### config.mk
export PLATFORM = sky130hd
export DESIGN_NAME = alu_arbiter
export DESIGN_NICKNAME = d
export VERILOG_FILES = /design/src/rtl/alu_arbiter.sv
export SDC_FILE = /design/constraint.sdc
export NUM_CORES = 1
export LEC_CHECK = 0
export CORE_ASPECT_RATIO = 1.2
export CORE_MARGIN = 2
export CORE_UTILIZATION = 60
export CTS_CLUSTER_SIZE = 12
export DETAILED_ROUTE_END_ITERATION = 8
export PLACE_DENSITY = 0.89
export SYNTH_ARGS = -nofsm -noshare
export SYNTH_HDL_FRONTEND = slang
export SYNTH_HIERARCHICAL = 1
export SYNTH_SLANG_ARGS = --single-unit
### constraint.sdc
create_clock -name clk -period 8.65 [get_ports clk]
set_input_delay 0.865 -clock clk [delete_from_list [all_inputs] [get_ports clk]]
set_output_delay 0.865 -clock clk [all_outputs]
set_load 0.05 [all_outputs]
### src/rtl/alu_arbiter.sv
// ---------------------------------------------------------------------------
// alu_arbiter
//   Shares a single combinational ALU between two requesting ports.
//   Requests are arbitrated round-robin. The winner's result is captured in
//   a shared result register and held for the winning (owner) port until
//   that port accepts it. A new request may be accepted in the same cycle the
//   held result is consumed, which gives one operation per cycle.
//
// Ports
//   clk        : single clock, rising edge
//   rst_n      : asynchronous active-low reset
//   req_valid  : per-port request valid (port 0 = bit 0)
//   req_ready  : per-port request accept (one-hot or zero)
//   req_sel0/1 : ALU operation code per port (ALU_* macros below)
//   req_a0/b0  : port 0 operands
//   req_a1/b1  : port 1 operands
//   rsp_valid  : per-port result valid (never both high)
//   rsp_ready  : per-port result accept
//   rsp_data   : shared result register
// ---------------------------------------------------------------------------

`ifndef ALU_ARBITER_OPS
`define ALU_ARBITER_OPS
`define ALU_ADD  4'd0
`define ALU_SUB  4'd1
`define ALU_SLL  4'd2
`define ALU_SLT  4'd3
`define ALU_SLTU 4'd4
`define ALU_XOR  4'd5
`define ALU_SRL  4'd6
`define ALU_SRA  4'd7
`define ALU_OR   4'd8
`define ALU_AND  4'd9
`endif

// ---------------------------------------------------------------------------
// alu
//   Purely combinational ALU. Shift amount is taken from the low bits of b.
//   Any encoding not listed produces zero.
//
// Ports
//   sel    : operation code
//   a, b   : operands
//   result : operation result
// ---------------------------------------------------------------------------
module alu #(
  parameter int DATAW = 32
) (
  input  logic [3:0]       sel,
  input  logic [DATAW-1:0] a,
  input  logic [DATAW-1:0] b,
  output logic [DATAW-1:0] result
);

  localparam int SHW = $clog2(DATAW);

  logic [SHW-1:0] shamt;

  assign shamt = b[SHW-1:0];

  // Operation decode; unknown codes fall through to zero
  always_comb begin
    result = '0;
    case (sel)
      `ALU_ADD:  result = a + b;
      `ALU_SUB:  result = a - b;
      `ALU_SLL:  result = a << shamt;
      `ALU_SLT:  result = {{(DATAW-1){1'b0}}, ($signed(a) < $signed(b))};
      `ALU_SLTU: result = {{(DATAW-1){1'b0}}, (a < b)};
      `ALU_XOR:  result = a ^ b;
      `ALU_SRL:  result = a >> shamt;
      `ALU_SRA:  result = $unsigned($signed(a) >>> shamt);
      `ALU_OR:   result = a | b;
      `ALU_AND:  result = a & b;
      default:   result = '0;
    endcase
  end

endmodule

module alu_arbiter #(
  parameter int DATAW = 32
) (
  input  logic             clk,
  input  logic             rst_n,
  input  logic [1:0]       req_valid,
  output logic [1:0]       req_ready,
  input  logic [3:0]       req_sel0,
  input  logic [3:0]       req_sel1,
  input  logic [DATAW-1:0] req_a0,
  input  logic [DATAW-1:0] req_b0,
  input  logic [DATAW-1:0] req_a1,
  input  logic [DATAW-1:0] req_b1,
  output logic [1:0]       rsp_valid,
  input  logic [1:0]       rsp_ready,
  output logic [DATAW-1:0] rsp_data
);

  typedef enum logic {
    IDLE = 1'b0,
    HOLD = 1'b1
  } state_t;

  state_t           state;
  state_t           state_next;
  logic             owner;
  logic             owner_next;
  logic             prio;
  logic             prio_next;
  logic             load;
  logic             rsp_fire;
  logic             slot_free;
  logic [3:0]       alu_sel;
  logic [DATAW-1:0] alu_a;
  logic [DATAW-1:0] alu_b;
  logic [DATAW-1:0] alu_result;

  // The held result is only visible on the owner's lane
  assign rsp_valid = (state == HOLD) ? (owner ? 2'b10 : 2'b01) : 2'b00;

  // Operands come from the granted port; port 0 when nobody is granted
  assign alu_sel = req_ready[1] ? req_sel1 : req_sel0;
  assign alu_a   = req_ready[1] ? req_a1   : req_a0;
  assign alu_b   = req_ready[1] ? req_b1   : req_b0;

  alu #(.DATAW(DATAW)) u_alu (
    .sel    (alu_sel),
    .a      (alu_a),
    .b      (alu_b),
    .result (alu_result)
  );

  // Arbitration and next-state logic. The slot frees up either when nothing
  // is held or when the owner consumes its result this very cycle, so a new
  // grant can overlap the outgoing response. rst_n gates req_ready so no
  // request appears accepted while reset is held.
  always_comb begin
    req_ready  = 2'b00;
    state_next = state;
    owner_next = owner;
    prio_next  = prio;
    load       = 1'b0;
    rsp_fire   = (state == HOLD) && rsp_ready[owner];
    slot_free  = (state == IDLE) || rsp_fire;

    if (rst_n && slot_free) begin
      if (req_valid == 2'b11) begin
        req_ready = prio ? 2'b10 : 2'b01;
      end else begin
        req_ready = req_valid;
      end
    end

    if (req_ready != 2'b00) begin
      state_next = HOLD;
      owner_next = req_ready[1];
      prio_next  = ~req_ready[1];
      load       = 1'b1;
    end else if (rsp_fire) begin
      state_next = IDLE;
    end
  end

  // State, ownership, priority pointer and result register. The result is
  // only overwritten on an accept, so it keeps its last value once idle.
  always_ff @(posedge clk or negedge rst_n) begin
    if (!rst_n) begin
      state    <= IDLE;
      owner    <= 1'b0;
      prio     <= 1'b0;
      rsp_data <= '0;
    end else begin
      state <= state_next;
      owner <= owner_next;
      prio  <= prio_next;
      if (load) begin
        rsp_data <= alu_result;
      end
    end
  end

endmodule

==> flow_metrics.env <==
export IMPL_ys_dominant_reg_cell="sky130_fd_sc_hd__dfrtp_1"
export IMPL_clock_sinks=35
export IMPL_holdWs_ns=0.505
export IMPL_clockBufferDepth=2
export IMPL_worst_skew_pair_late_latency_ns=0.30
export IMPL_timing_worst_slew_pin_value_ns=1.31
export IMPL_timing_critical_path_cells="clkdlybuf4s50_1 > buf_4 > nand2_1 > a221oi_4 > mux2_4 > buf_4 > mux2i_1 > nor2_1 > a21oi_1 > mux2_2 > nor2_1 > a21oi_1 > o221ai_1 > o21ai_0 > o2111ai_1 > mux2_2"
export IMPL_clock_root_buffer="sky130_fd_sc_hd__clkbuf_16"
export IMPL_yosys_warnings=6
export IMPL_worst_hold_path_type="reg2reg"
export IMPL_p_leak_nw=5.22
export IMPL_synth_adder_area_share=0.125
export IMPL_async_reset_ff_frac=1.00
export IMPL_fmax_mhz=142
export IMPL_yosys_area_share_simple=0.185
export IMPL_io_pins=178
export IMPL_vias_in_the_first_global_route=12100
export IMPL_row_count=52
export IMPL_gpl_final_weighted_congestion=1.14
export IMPL_worst_slew_margin_rel=0.114
export IMPL_grt_antenna_before_repair=2
export IMPL_route_final_wire_length_um=48100
export IMPL_layout_cells_sized_above_1=0.109
export IMPL_crit_path_max_fanout=90
export IMPL_numCtsBuffers=5
export IMPL_postCtsSetupBuffers=0
export IMPL_critical_path_slowest_cell="sky130_fd_sc_hd__a221oi_4"
export IMPL_die_wd_um=123
export IMPL_drc=0
export IMPL_via_count=12900
export IMPL_cts_repair_resized=0
export IMPL_status="complete, no violations"
export IMPL_max_stage_delay_ns=0.77
export IMPL_post_synth_mux_area_share=0.187
export IMPL_cp_start_kind="input port"
export IMPL_final_common_cell="sky130_fd_sc_hd__nor2_1"
export IMPL_synth_edff_count=0
export IMPL_min_period_over_period=0.812
export IMPL_htree_num_levels=2
export IMPL_seq_area_frac_synth=0.0854
export IMPL_ctsHoldBuffers=0
export IMPL_fp_coreArea_um2=16800
export IMPL_report_final_setup_viol=0
export IMPL_crit_type="in2reg"
export IMPL_syn_mean_instance_area_um2=7.05
export IMPL_vdd_drop_max_v=0.000155
export IMPL_synth_area_um2=10300
export IMPL_initial_utilization=0.611
export IMPL_final_cell_mix="183 x sky130_fd_sc_hd__nor2_1, 177 x sky130_fd_sc_hd__clkdlybuf4s50_1, 135 x sky130_fd_sc_hd__o21ai_0"
export IMPL_avgRoutedWirePerCell_um=27.1
export IMPL_port_buffers=177
export IMPL_worst_setup_hold_path_clk_slew_ns=0.06
export IMPL_grt_start_max_net_pins=91
export IMPL_synthTopCellsByArea="sky130_fd_sc_hd__ha_1 12%, sky130_fd_sc_hd__mux2_2 11%, sky130_fd_sc_hd__dfrtp_1 8.5%, sky130_fd_sc_hd__nor2_1 6.7%, sky130_fd_sc_hd__o21ai_0 6.6%"
export IMPL_cp_data_arrival_time_ns=7.19
export IMPL_p_per_area_nw_per_um2=173
export IMPL_timing_final_max_slew_violations=0
export IMPL_synth_compound_area_share=0.322
export IMPL_syn_nets=1697
export IMPL_globalRoute_totalOverflow=0
export IMPL_reg2reg_setup_slack_ns=2.48
export IMPL_die_h_um=147
export IMPL_total_power_mw=2.11
export IMPL_rsz_0062_raised_after_global_routing="no"
export IMPL_yosys_area_top_type="sky130_fd_sc_hd__ha_1"
export IMPL_path_buf_inv=3
export IMPL_synth_xor_xnor_area_share=0.0162
export IMPL_data_required_time_of_the_critical_path_ns=8.82
export IMPL_critical_path_endpoint_type="register"
export IMPL_fin_nets=1798
export IMPL_synth_top_family_by_area="compound AO/OA/AOI/OAI gates"
export IMPL_vias_per_cell=7.25
export IMPL_synthDistinctLibCells=81
export IMPL_grt_first_pass_wirelength_um=71400
export IMPL_period_needed_ns=7.02
export IMPL_fp_dieArea_um2=18200
export IMPL_place_hpwl_um=35700
export IMPL_ant_nets=0
export IMPL_drt_pass1_iterations=9
export IMPL_worst_clock_skew_ns=0.00779
export IMPL_synth_top_cell_area_share=0.121
export IMPL_finalSetupTns_ns=0
export IMPL_tritoncts="yes"
export IMPL_detail_route_iter0_violations=2482
export IMPL_syn_to_final_growth_pct=19.3
export IMPL_groute_usage_overall=0.522
export IMPL_drv_cap=0
export IMPL_worst_path_dominant_cell_family="compound AO/OA/AOI/OAI gates"
export IMPL_yosys_register_bits=35
export IMPL_synthCells=1454
export IMPL_hold_viol_final=0
where the power goes:
part	internal, mW	switching, mW
sequential	0.224	0.0420
combinational	0.567	1.06
clock	0.138	0.0849
per-stage QoR:
step | cells | utilization | worst slack (ns) | cell area [um2]
floorplan | 1454 | - | 2.74 | 10300
global placement | 1763 | 0.718 | 1.84 | 12100
detailed placement | 1763 | 0.718 | 1.71 | 12100
CTS | 1771 | 0.728 | 2.01 | 12200
global route | 1772 | 0.729 | 1.58 | 12200
finish | 1773 | 0.729 | 1.63 | 12200
Yosys cell counts, drive strengths merged (6+ instances only):
library cell and count:
a211o 13, a211oi 24, a21o 24, a21oi 132, a221o 8, a221oi 21
a31oi 22, and2 6, buf 51, clkbuf 60, dfrtp 35, ha 99
inv 91, mux2 111, mux2i 55, nand2 109, nand2b 15, nand3 25
nor2 185, nor2b 14, nor3 30, nor3b 6, nor4 10, o2111ai 6
o211ai 27, o21ai 138, o21bai 11, o221ai 14, o22ai 10, xnor2 16
routing by layer:
metal	global-route usage	routed length [um]	part of all wire
met4	0.368	4600	0.096
met2	0.759	20200	0.42
met1	0.606	16000	0.33
met5	0	13	0.00027
met3	0.226	7320	0.15
worst register-to-register path, cell delays in order, from the launching register on:
cell,delay (ns)
sky130_fd_sc_hd__dfrtp_1,0.42
sky130_fd_sc_hd__mux2i_1,0.27
sky130_fd_sc_hd__a221oi_4,0.89
sky130_fd_sc_hd__mux2_4,0.46
sky130_fd_sc_hd__buf_4,0.68
sky130_fd_sc_hd__mux2i_1,0.44
sky130_fd_sc_hd__nor2_1,0.08
sky130_fd_sc_hd__a21oi_1,0.42
sky130_fd_sc_hd__mux2_2,0.38
sky130_fd_sc_hd__nor2_1,0.06
sky130_fd_sc_hd__a21oi_1,0.17
sky130_fd_sc_hd__o221ai_1,0.13
sky130_fd_sc_hd__o21ai_0,0.39
sky130_fd_sc_hd__o2111ai_1,0.74
sky130_fd_sc_hd__mux2_2,0.52
area by class of cell:
class | count | area (um2)
inverter | 92 | 345
sequential | 35 | 876
clock buffer | 5 | 125
timing repair buffer | 205 | 1980
fill | 1408 | 4550
tap | 216 | 270
antenna | 1 | 2.50
clock inverter | 3 | 47.5
multi-input combinational | 1216 | 8590
final timing paths:
kind	startpoint	to	depth (start not counted)
worst min-delay path	rsp_data[4]$_DFFE_PN0P_	rsp_data[4]$_DFFE_PN0P_	1
worst max register to register	owner$_DFFE_PN0P_	rsp_data[5]$_DFFE_PN0P_	14
max in group asynchronous	rst_n	rsp_data[5]$_DFFE_PN0P_	2
worst min register to register	rsp_data[4]$_DFFE_PN0P_	rsp_data[4]$_DFFE_PN0P_	1
min in group asynchronous	rst_n	rsp_data[11]$_DFFE_PN0P_	2
worst max-delay path	rst_n	rsp_data[5]$_DFFE_PN0P_	16
sequential cells by signal (all words and copies together) (netlist names):
signal	flops
rsp_data	32
state	1
owner	1
prio	1
cells by family (layout without fill, tap and decap cells):
kind of cell,count (synthesis),in the layout
AOI/OAI and AO/OA,502,502
xor gates and xnor gates,19,19
adders and majority gates,101,101
buffers and inverters,203,305
DFF,35,35
muxes,171,171
other,0,1
and+or+nand+nor,423,423
Power figures use the tool's default switching activity.
